## src/rtl/mux_sel_pipe.sv

```systemverilog
// N-channel registered selector with valid/ready output: direct mode emits one channel,
// scan mode emits every channel in ascending order. Optional per-channel scan mask: MUX_SCAN_MASK_EN.
module mux_sel_pipe #(
  parameter int WIDTH = 4,
  parameter int NCH   = 8,
  parameter int SELW  = 3
) (
  input  logic                  clk,
  input  logic                  rst_n,
  input  logic [NCH*WIDTH-1:0]  in_data,
  input  logic                  in_valid,
  output logic                  in_ready,
  input  logic [SELW-1:0]       sel,
  input  logic                  mode,
`ifdef MUX_SCAN_MASK_EN
  input  logic [NCH-1:0]        scan_mask,
`endif
  output logic [WIDTH-1:0]      out_data,
  output logic [SELW-1:0]       out_ch,
  output logic                  out_last,
  output logic                  out_valid,
  input  logic                  out_ready
);

  localparam logic [0:0] ST_IDLE = 1'b0;
  localparam logic [0:0] ST_SCAN = 1'b1;

  logic [0:0]           state_r, nxt_state_s;
  logic [SELW-1:0]      idx_r, nxt_idx_s;
  logic [NCH*WIDTH-1:0] buf_r;
  logic [NCH-1:0]       mask_r, mask_in_s;
  logic [WIDTH-1:0]     out_data_r, ld_data_s;
  logic [SELW-1:0]      out_ch_r, ld_ch_s;
  logic                 out_last_r, ld_last_s;
  logic                 out_valid_r, ld_valid_s;
  logic                 free_s, hs_s, cap_s;
  logic [SELW:0]        first_s, next_s;

`ifdef MUX_SCAN_MASK_EN
  assign mask_in_s = scan_mask;
`else
  assign mask_in_s = {NCH{1'b1}};
`endif

  // Word of channel k; indices beyond the channel count read as zero.
  function automatic logic [WIDTH-1:0] chan_of(input logic [NCH*WIDTH-1:0] data,
                                               input logic [SELW-1:0] k);
    logic [WIDTH-1:0] r;
    r = {WIDTH{1'b0}};
    for (int j = 0; j < NCH; j++) begin
      if (int'(k) == j) begin
        r = data[j*WIDTH +: WIDTH];
      end
    end
    return r;
  endfunction

  // Lowest enabled channel at or above start; MSB flags whether one was found.
  function automatic logic [SELW:0] first_from(input logic [NCH-1:0] mask, input int start);
    logic [SELW:0] r;
    r = {(SELW+1){1'b0}};
    for (int k = 0; k < NCH; k++) begin
      if (!r[SELW] && (k >= start) && mask[k]) begin
        r = {1'b1, SELW'(k)};
      end
    end
    return r;
  endfunction

  assign free_s   = !out_valid_r || out_ready;
  assign in_ready = (state_r == ST_IDLE) && free_s;
  assign hs_s     = in_valid && in_ready;

  assign out_data  = out_data_r;
  assign out_ch    = out_ch_r;
  assign out_last  = out_last_r;
  assign out_valid = out_valid_r;

  // Next-beat selection and FSM transition.
  always_comb begin
    ld_valid_s  = 1'b0;
    ld_data_s   = {WIDTH{1'b0}};
    ld_ch_s     = {SELW{1'b0}};
    ld_last_s   = 1'b0;
    nxt_state_s = state_r;
    nxt_idx_s   = idx_r;
    cap_s       = 1'b0;
    first_s     = {(SELW+1){1'b0}};
    next_s      = {(SELW+1){1'b0}};
    if (hs_s) begin
      if (!mode) begin
        ld_valid_s = 1'b1;
        ld_data_s  = chan_of(in_data, sel);
        ld_ch_s    = sel;
        ld_last_s  = 1'b1;
      end else begin
        cap_s   = 1'b1;
        first_s = first_from(mask_in_s, 0);
        if (first_s[SELW]) begin
          ld_valid_s = 1'b1;
          ld_data_s  = chan_of(in_data, first_s[SELW-1:0]);
          ld_ch_s    = first_s[SELW-1:0];
          next_s     = first_from(mask_in_s, int'(first_s[SELW-1:0]) + 1);
          if (next_s[SELW]) begin
            ld_last_s   = 1'b0;
            nxt_state_s = ST_SCAN;
            nxt_idx_s   = next_s[SELW-1:0];
          end else begin
            ld_last_s   = 1'b1;
          end
        end else begin
          // Empty mask: the transaction is consumed without a beat.
          ld_valid_s = 1'b0;
        end
      end
    end else if ((state_r == ST_SCAN) && free_s) begin
      ld_valid_s = 1'b1;
      ld_data_s  = chan_of(buf_r, idx_r);
      ld_ch_s    = idx_r;
      next_s     = first_from(mask_r, int'(idx_r) + 1);
      if (next_s[SELW]) begin
        ld_last_s = 1'b0;
        nxt_idx_s = next_s[SELW-1:0];
      end else begin
        ld_last_s   = 1'b1;
        nxt_state_s = ST_IDLE;
      end
    end else begin
      ld_valid_s = 1'b0;
    end
  end

  // Output register, FSM state and scan buffer.
  always_ff @(posedge clk or negedge rst_n) begin
    if (!rst_n) begin
      out_valid_r <= 1'b0;
      out_data_r  <= {WIDTH{1'b0}};
      out_ch_r    <= {SELW{1'b0}};
      out_last_r  <= 1'b0;
      state_r     <= ST_IDLE;
      idx_r       <= {SELW{1'b0}};
      buf_r       <= {(NCH*WIDTH){1'b0}};
      mask_r      <= {NCH{1'b0}};
    end else begin
      if (free_s) begin
        out_valid_r <= ld_valid_s;
        if (ld_valid_s) begin
          out_data_r <= ld_data_s;
          out_ch_r   <= ld_ch_s;
          out_last_r <= ld_last_s;
        end
      end
      state_r <= nxt_state_s;
      idx_r   <= nxt_idx_s;
      if (cap_s) begin
        buf_r  <= in_data;
        mask_r <= mask_in_s;
      end
    end
  end

endmodule
```

## config.mk

```make
export PLATFORM = sky130hd
export DESIGN_NAME = mux_sel_pipe
export DESIGN_NICKNAME = d
export VERILOG_FILES = /design/src/rtl/mux_sel_pipe.sv
export SDC_FILE = /design/constraint.sdc
export NUM_CORES = 1
export LEC_CHECK = 0
export CORE_MARGIN = 5
export CORE_UTILIZATION = 42
export DETAILED_ROUTE_END_ITERATION = 10
export PLACE_DENSITY = 0.67
export RECOVER_POWER = 50
export SLEW_MARGIN = 10
export SYNTH_ARGS = -nofsm -noshare
export SYNTH_HDL_FRONTEND = slang
export SYNTH_SLANG_ARGS = --single-unit
```

## constraint.sdc

```tcl
create_clock -name clk -period 4.8 [get_ports clk]
set_clock_uncertainty 0.05 [all_clocks]
set_input_delay 0.96 -clock clk [delete_from_list [all_inputs] [get_ports clk]]
set_output_delay 0.96 -clock clk [all_outputs]
set_load 0.05 [all_outputs]
```

==> results.md <==
* Status: finished, violations left
* Failing checks: capacitance limit, slew limit
* Initial Utilization at 0.424
* Synthesized area per cell at 8.59 um2
* Ys flop type: dfrtp_1
* Number of port buffers at 49
* Worst slew margin at -0.0379
* Largest net degree at the start of global routing at 47
* Reg clk slew, reported paths at 90 ps
* CP max-delay cell: clkdlybuf4s50_1
* Crit Path Class: in2out
* Setup Viol. Count Final at 0
* Most frequent cells in the layout: nand2_1 (104), clkdlybuf4s50_1 (47), dfrtp_1 (46)
* Global route total overflow at 0
* Die W at 89.6 um
* Total Routing Usage GR at 0.201
* R2R cell count at 7
* CP startpoint kind: primary input
* Row cnt at 29
* Synth Warn # at 0
* Hold wc startpoint: buf_r[31]
* H-tree levels at 2
* Top-area cell type share of the netlist area at 0.432
* P_leak at 0.00145 uW
* Worst-path maximum fanout at 6
* Iter 0 DRT Violations at 153
* Post-route setup slack at 1080 ps
* Yosys top cell by area: dfrtp_1
* Nets at 396
* Worst path max stage delay at 710 ps
* Fin util at 0.516
* Hold EP: buf_r[31]
* F_max at 269 MHz
* Max VDD drop at 271 uV
* Clock latency at the later pin of the worst-skew pair at 300 ps
* CTS root buffer: clkbuf_8
* R2R setup slack at 2170 ps
* DRC viols at 0
* Clock buffer count from CTS at 5
* PostCTS Resize Cnt at 0
* Power per cell area at 566 mW/mm2
* Post-synth EDFFs at 0
* CP endpoint kind: primary output
* Synth cell types at 48
* Setup TNS at 0 ps
* Min-delay worst type: reg2reg
* Final Slew Violations at 34
* Diode count at 0
* Top post-synthesis cells by area: dfrtp_1 (43%), nand2_1 (15%), mux4_2 (3.4%)
* Critical R2R Capture: out_data[1]
* Placer congestion estimate at 0.832
* Die Y at 89.6 um
* Hold path cells at 2
* Wire per inst at 17.9 um
* Setup Fix Bufs, Post-CTS at 0
* CTS Hold Bufs at 0
* Fin area at 0.00324 mm2
* Syn_nets at 357
* Async set-or-reset flop fraction in the synthesized netlist at 1.00
* Crit path DAT at 2710 ps
* Filler cells at 615
* First-pass DRT Iterations at 4
* Core area at 0.00628 mm2
* Post-synthesis register bit count at 46
* Dpl hpwl at 5.39 mm
* Cells after Synth at 310
* Mapped Area at 0.00266 mm2
* Area post-placement at 0.00315 mm2
* Area Growth Syn to Fin at 21.5%
* Io pins at 50
* Tcrit/Tclk final at 0.775
* Final hold violations at 0
* Worst r2r src: idx_r[2]
* Clock Path Buffers at 2
* Critical path cell sequence: dlygate4sd3_1 -> nor2b_1 -> nor2_1 -> clkdlybuf4s50_1
* Slew @ Worst Pin at 1560 ps
* First-pass GRT wire length at 12.3 mm
* Final min period at 3720 ps
* RSZ-0062 raised after global routing: no
* Max-cap violations at 1
* Worst path required time at 3790 ps
* Antenna violations before repair at 0
* Vias at 2393
* Most common cell after layout, fill and taps aside: nand2_1
* Final Routed Wirelength at 7.63 mm
* Share of layout cells above drive strength 1 at 0.0400
* TritonCTS clock tree: yes
* Worst slack, placed at 1210 ps
* Post-DRT Antenna Nets at 0
* Vias/cell at 5.60
* Seq/Total Area, Yosys at 0.432
* Clock sinks at 46
* Die ar. at 0.00804 mm2
* Number of global-route vias before repair at 2429
flip-flops by register name, indices dropped and copies added, names as in the netlist:
name	cells
state_r	1
out_valid	1
mask_r	1
out_data	4
buf_r	32
out_ch	3
idx_r	3
out_last	1
layout make-up:
type / instances / area [um2] / share of cell area
Clock buffer: 7 / 86.3 / 0.0267
Timing Repair Buffer: 51 / 492 / 0.152
Multi-Input combinational cell: 235 / 1370 / 0.423
Inverter: 10 / 37.5 / 0.0116
Tap cell: 77 / 96.3 / 0.0298
Sequential cell: 46 / 1150 / 0.356
Clock inverter: 1 / 5.00 / 0.00155
cells in the mapped netlist, drive strengths merged (3+ instances only):
cell type  number
nor2           16
a21oi          12
a221oi          6
o31ai           3
nand3b          3
nand2         104
nand2b          5
a22oi           4
mux4            4
inv            10
o21ai           9
o221ai          3
dfrtp          46
clkbuf         13
nor3            4
buf             6
a211oi          4
a31oi           5
o22ai           3
ha              7
o2bb2ai         3
nor2b           9
routing by layer:
layer	share of wire	track usage	routed length (um)	vias to the layer above
met5	0	0	0	-
met4	0.014	0.0528	109	0
met3	0.074	0.0356	566	12
met2	0.47	0.328	3580	87
met1	0.44	0.275	3380	1142
li1	-	-	-	1152
worst max-delay path by stage:
stage,endpoint,depth (start not counted),from
4_1_cts,in_ready,4,out_ready
3_3_place_gp,in_ready,4,out_ready
6_report,in_ready,4,out_ready
5_1_grt,in_ready,4,out_ready
3_5_place_dp,in_ready,4,out_ready
2_1_floorplan,in_ready,2,out_ready
power breakdown:
group | leakage [uW] | total, uW | switching [uW] | internal [uW]
clock | 0.0000482 | 248 | 132 | 116
combinational | 0.000842 | 853 | 521 | 332
sequential | 0.000560 | 732 | 156 | 576
cell families (layout without fill, tap and decap cells):
| family | count (synthesis) | in the layout | share of synthesized area |
|---|---|---|---|
| adder cells (fa/ha/maj) | 7 | 7 | 0.0329 |
| AND/OR/NAND/NOR | 153 | 153 | 0.260 |
| flip-flops | 46 | 46 | 0.432 |
| buffers and inverters | 29 | 69 | 0.0512 |
| multiplexers | 6 | 6 | 0.0413 |
| AO/OA/AOI/OAI | 69 | 69 | 0.183 |
stage by stage:
| step | hold slack, ps | power [uW] | cells |
|---|---|---|---|
| 3_3_place_gp | 411 | 1570 | 418 |
| 4_1_cts | 434 | 1840 | 426 |
| 5_1_grt | 459 | 1970 | 427 |
| 3_5_place_dp | 413 | 1590 | 418 |
| 2_1_floorplan | 385 | 1310 | 310 |
| 6_report | 432 | 1830 | 427 |
critical path, delay by kind of cell:
kind / cells / cell delay, ps
buffers and inverters: 2 / 1260
AND/OR/NAND/NOR: 2 / 480
Note: power is estimated with default switching activity, not from simulation.
